<file path="src/rtl/serial_subtractor.sv">
// Bit-serial subtractor: diff = a - b - bin, one bit per clock, LSB first.
// Optional signed overflow output enabled by SERIAL_SUBTRACTOR_OVF_EN.
module serial_subtractor #(
  parameter int WIDTH = 8
) (
  input  logic             clk,
  input  logic             rst_n,
  input  logic             start,
  input  logic [WIDTH-1:0] a,
  input  logic [WIDTH-1:0] b,
  input  logic             bin,
  output logic             busy,
  output logic             done,
  output logic [WIDTH-1:0] diff,
`ifdef SERIAL_SUBTRACTOR_OVF_EN
  output logic             bout,
  output logic             ovf
`else
  output logic             bout
`endif
);

  localparam int CW = $clog2(WIDTH);
  localparam logic [CW-1:0] LAST = CW'(WIDTH - 1);

  typedef enum logic [1:0] {
    IDLE,
    RUN,
    DONE
  } state_t;

  state_t           r_state;
  logic [WIDTH-1:0] r_sa;
  logic [WIDTH-1:0] r_sb;
  logic [WIDTH-1:0] r_res;
  logic [CW-1:0]    r_cnt;
  logic             r_borrow;
  logic             r_fin;
  logic             r_busy;
  logic             r_done;
  logic [WIDTH-1:0] r_diff;
  logic             r_bout;
  logic             w_d;
  logic             w_bo;

  assign w_d  = r_sa[0] ^ r_sb[0] ^ r_borrow;
  assign w_bo = (~r_sa[0] & r_sb[0])
              | (~r_sa[0] & r_borrow)
              | (r_sb[0] & r_borrow);

  assign busy = r_busy;
  assign done = r_done;
  assign diff = r_diff;
  assign bout = r_bout;

`ifdef SERIAL_SUBTRACTOR_OVF_EN
  logic r_am;
  logic r_bm;
  logic r_ovf;

  assign ovf = r_ovf;

  always_ff @(posedge clk or negedge rst_n) begin
    if (!rst_n) begin
      r_am  <= 1'b0;
      r_bm  <= 1'b0;
      r_ovf <= 1'b0;
    end else begin
      if (r_state == IDLE && start) begin
        r_am <= a[WIDTH-1];
        r_bm <= b[WIDTH-1];
      end
      if (r_state == DONE && !r_fin) begin
        r_ovf <= (r_am != r_bm)
              && (r_res[WIDTH-1] != r_am);
      end
    end
  end
`endif

  // DONE spans two cycles: one to publish results, one with done high
  always_ff @(posedge clk or negedge rst_n) begin
    if (!rst_n) begin
      r_state  <= IDLE;
      r_sa     <= '0;
      r_sb     <= '0;
      r_res    <= '0;
      r_cnt    <= '0;
      r_borrow <= 1'b0;
      r_fin    <= 1'b0;
      r_busy   <= 1'b0;
      r_done   <= 1'b0;
      r_diff   <= '0;
      r_bout   <= 1'b0;
    end else begin
      unique case (r_state)
        IDLE: begin
          if (start) begin
            r_sa     <= a;
            r_sb     <= b;
            r_borrow <= bin;
            r_cnt    <= '0;
            r_busy   <= 1'b1;
            r_state  <= RUN;
          end
        end
        RUN: begin
          r_res    <= {w_d, r_res[WIDTH-1:1]};
          r_sa     <= r_sa >> 1;
          r_sb     <= r_sb >> 1;
          r_borrow <= w_bo;
          if (r_cnt == LAST) begin
            r_cnt   <= '0;
            r_state <= DONE;
          end else begin
            r_cnt <= r_cnt + 1'b1;
          end
        end
        DONE: begin
          if (!r_fin) begin
            r_fin  <= 1'b1;
            r_done <= 1'b1;
            r_diff <= r_res;
            r_bout <= r_borrow;
          end else begin
            r_fin   <= 1'b0;
            r_done  <= 1'b0;
            r_busy  <= 1'b0;
            r_state <= IDLE;
          end
        end
        default: r_state <= IDLE;
      endcase
    end
  end

endmodule
</file>
<file path="config.mk">
export PLATFORM = sky130hd
export DESIGN_NAME = serial_subtractor
export DESIGN_NICKNAME = d
export VERILOG_FILES = /design/src/rtl/serial_subtractor.sv
export SDC_FILE = /design/constraint.sdc
export NUM_CORES = 1
export LEC_CHECK = 0
export ABC_AREA = 0
export CAP_MARGIN = 15
export CELL_PAD_IN_SITES_DETAIL_PLACEMENT = 2
export CELL_PAD_IN_SITES_GLOBAL_PLACEMENT = 2
export CORE_MARGIN = 2
export CORE_UTILIZATION = 31
export DETAILED_ROUTE_END_ITERATION = 8
export PLACE_DENSITY_LB_ADDON = 0.1
export SYNTH_ARGS = -nofsm -noshare
export SYNTH_HDL_FRONTEND = slang
export SYNTH_SLANG_ARGS = --single-unit
export TNS_END_PERCENT = 10
</file>
<file path="constraint.sdc">
create_clock -name clk -period 1.3 [get_ports clk]
set_input_delay 0.325 -clock clk [delete_from_list [all_inputs] [get_ports clk]]
set_output_delay 0.325 -clock clk [all_outputs]
set_load 0.02 [all_outputs]
</file>
Word-level counts from Yosys, hierarchy flattened
Cells that the tools add are included.
W data, S select, Z words.

cells by class
  eq/ne operators = 6
  bitwise gates (word level) = 9
  reduce and logical (&&, ||, !) cells = 7
  add/subtract/negate cells = 1
  multiplexer cells = 17

operator list
  cell                   number
  $pmux W8 S2            2
  $mux W8                2
  $mux W2                3
  $mux W3                2
  $ne A2 B2 Y1 const B   3
  $pmux W2 S3            1
  $pmux W3 S2            1
  $reduce_and A3 Y1      2
  $mux W1                4
  $pmux W1 S2            2
  $reduce_and A2 Y1      2
  $reduce_bool A2 Y1     2
  $add A3 B1 Y3 const B  1
  $and A1 B1 Y1          3
  $eq A3 B3 Y1 const B   1
  $eq A2 B1 Y1 const B   1
  $eq A2 B2 Y1 const B   1
  $logic_not A2 Y1       1
  $not A1 Y1             2
  $or A1 B1 Y1           2
  $xor A1 B1 Y1          2

storage, ports and cells
  input bits = 20
  word-level logic and storage cells = 50
  output and inout bits = 11
  flip-flop bits (word level) = 41

Longest topological paths before layout
  word-level depth = 5
  mapped depth = 6
  gate-level depth less buffers = 4

Least setup slack after synthesis
No wires, ideal clock.

  kind = register to register
  start = register r_state[0]
  end = register r_bout (netlist: bout)
  clock period less this slack = 1.238 ns
  buffers on the path = 0
  data required time = 1.175 ns
  data arrival time = 1.112 ns
  setup time = 0.125 ns
  setup slack = 0.062 ns
  cell stages (with the launch flop) = 4
  cells stage by stage = dfrtp_1 nand2b_4 nor2_8 mux2_4

between the ends
  cells in the longest elaborated chain, start to end = 2

RTL lines
  what                                RTL line  text
  start: declaration                  32        state_t r_state;
  start signal: assignment            84        r_state <= IDLE;
  start signal: assignment            104       r_state <= RUN;
  start signal: assignment            114       r_state <= DONE;
  $eq A2 B2 Y1                        96        unique case (r_state)
  $reduce_and A2 Y1 (no source line)  --
  end signal: assignment              124       r_bout <= r_borrow;
  end: declaration                    42        logic r_bout;

No other way between the ends.
A chain may end at the register's enable or synchronous reset.

Worst setup path in the final report
  start = register r_state[0]
  end = register r_diff[0] (netlist: diff[0])

between the ends
  cells in the longest elaborated chain, start to end = 2

RTL lines
  what                                RTL line  text
  $eq A2 B2 Y1                        96
  $reduce_and A2 Y1 (no source line)  --
  end signal: assignment              123       r_diff <= r_res;
  end: declaration                    41        logic [WIDTH-1:0] r_diff;

No other way between the ends.

==> run metrics <==
outcome complete, no violations; Worst VDD drop around 700 uV; Starting DRT DRC Count 24; register area share after synthesis 57.3%; DP Cell Count 250; critical path type flip-flop to flip-flop; cells on worst reg2reg path 3; TNS Setup 0 ns; compound-cell area share of the yosys netlist 18.5%; Core Box Area 5540 sq um; initial antenna violation count 0; Yosys reg bits 41; R2R setup slack 0.03 ns; final instance area 2340 sq um; Slew @ Worst Pin 0.316 ns; Diodes inserted 0; post-synthesis mux area share 12.0%; Slew Limit Fails 0; grt ovf 0; Worst EP arrival 1.45 ns; Crit. End Element flip-flop; Post-Syn Area per Cell between 10 and 15 sq um; WL per Instance 16.8 microns; Via density ~5.0; largest family of logic cells by synthesized area compound AO/OA/AOI/OAI gates; TritonCTS clock tree built; Slew headroom 78.9%; Non-Filler Instances approximately 260; synthesis-to-finish area growth 30.6%; fmax 0.789 GHz; Pleak 0.00103 uW; Hold WC Path Type primary input to asynchronous set/reset pin; Syn Std Cell Area 1790 sq um; die span in y 80.0 microns; distinct cell type count after synthesis 26; overall power 5480 uW; H-tree Lvls 2; Root Driver clkbuf_8; worst path required time 1.48 ns; PwrDens 2350 nW/um^2; Sink Count 41; share of cells above drive strength 1 about 30%; worst reg2reg path startpoint r_state[0]$_DFFE_PN0P_; Rows 27; Final HPWL DP 3180 microns; vias in the first global route 1455; min cycle time layout 1.27 ns; DRC 0; first-pass GRT wire length 7450 microns; die area between 6000 and 7000 sq um; IO Pins 31; Syn Inst Count 139; Die X 80.0 microns; CP startpoint kind flip-flop; clock transition at the registers of the reported paths around 0.090 ns; final wirelength 4340 microns; TritonRoute pass-1 iters 3; Final setup violation count 0; post-synthesis simple-gate area fraction 5.10%; CTS Buffer Depth 2; Yosys warning total 0; Fin Hold WS between 0.4 and 0.5 ns; Final GP Congestion 0.729; vias post-DR about 1300; Hold Fails Final Rpt 0; Synth Area in XOR/XNOR 0.490%; clock buffer count from CTS 5; RSZ-0062 raised after global routing true; fraction of the mapped netlist area in adder cells 2.52%; port bufs 30; final setup skew 0.0124 ns; Area after DPL about 2300 sq um; Final #Nets roughly 210; Post-Syn Nets 162; largest net degree at the start of global routing 23; period utilization 97.5%; Worst Path Max Fanout 10; max-cap viol count 0; Clock Latency Late Sink 0.30 ns; Starting Density 32.3%; ANT nets after route 0; gr usage total 15.4%; FF-to-FF End diff[0]$_DFFE_PN0P_; Setup Fix Bufs, Post-CTS 0
==> how the worst max path moves through the flow <==
stage,slack [ns],to,from
floorplan,0.06,bout$_DFFE_PN0P_,r_state[0]$_DFFE_PN0P_
global placement,-0.21,busy$_DFFE_PN0P_,start
detailed placement,-0.27,busy$_DFFE_PN0P_,start
CTS,-0.01,diff[7],diff[7]$_DFFE_PN0P_
global route,-0.03,r_res[6]$_DFFE_PN0N_,r_state[1]$_DFFE_PN0P_
finish,0.03,diff[0]$_DFFE_PN0P_,r_state[0]$_DFFE_PN0P_
==> cell type report <==
type                       instances  area [sq um]
multi-input combinational         85           703
clock inverter                     3          21.3
clock buffer                       5          68.8
tap                               72          90.1
fill                             584          3200
inverter                           5          21.3
timing repair buffer              48           405
sequential                        41          1030
==> critical path: stages, from the launching register on <==
cell	delay [ns]
dfrtp_1	0.41
nand2b_4	0.18
nor2_8	0.23
mux2_4	0.33
==> what timing repair did <==
| action | 4_1_cts | 5_1_grt |
|---|---|---|
| endpoints found under the setup margin | 25 | 35 |
| hold buffers | 1 | 0 |
| gates resized for setup | 36 | 14 |
| hold endpoints to repair | 11 | 0 |
==> metrics by stage <==
step                utilization (%)  worst slack [ns]
floorplan                         -            0.0625
global placement               41.0            -0.207
detailed placement             41.0            -0.270
CTS                            42.7           -0.0145
global route                   42.2           -0.0324
finish                         42.2            0.0319
==> kinds of logic (layout without fill, tap and decap cells) <==
family                     Yosys count  after routing
AOI/OAI and AO/OA                   51             51
DFF                                 41             41
muxes                               16             16
and+or+nand+nor                     14             14
buffers and inverters               13             61
adders and majority gates            3              3
xor gates and xnor gates             1              1
==> placed cells by master (no fill, tap or decap), types with 5 or more instances in the layout <==
master	count
clkdlybuf4s50_1	17
buf_4	15
a2bb2oi_1	6
mux2_1	7
clkbuf_8	5
dfrtp_1	40
a21oi_1	12
o22ai_1	23
buf_2	11
mux2_4	9
==> where the power goes <==
part	internal, uW	leakage [uW]	switching [uW]
clock network	381	0.0000445	473
logic	1210	0.000514	1120
registers	1880	0.000476	428
==> layer usage <==
layer / GRT usage, % / vias up / wire [microns]
li1: - / 608 / -
met1: 21.3 / 662 / 2010
met2: 23.4 / 26 / 2090
met3: 4.30 / 6 / 187
met4: 4.58 / 0 / 51
met5: 0 / - / 0
==> cell usage after synthesis <==
cell       number  area [sq um]
a21o_1          1          7.51
a21oi_1        12          60.1
a22o_1          2          17.5
a2bb2oi_1       6          52.6
buf_2           5          25.0
buf_4           1          7.51
buf_6           2          22.5
dfrtp_1        41          1030
fa_1            1          20.0
ha_1            2          25.0
inv_1           4          15.0
inv_2           1          3.75
mux2_1          7          78.8
mux2_4          9           135
nand2_1         4          15.0
nand2b_1        4          25.0
nand2b_4        1          13.8
nor2_1          3          11.3
nor2_8          1          20.0
o21ai_1         3          15.0
o21bai_1        1          7.51
o22ai_1        24           150
o31ai_1         1          7.51
o31ai_2         1          12.5
or2_1           1          6.26
xnor2_1         1          8.76
==> registers in the layout, indices dropped and copies added (netlist names) <==
signal and count:
bout 1, busy 1, diff 8, done 1
r_borrow 1, r_cnt 3, r_res 8, r_sa 8
r_sb 8, r_state 2
Power figures use the tool's default switching activity.
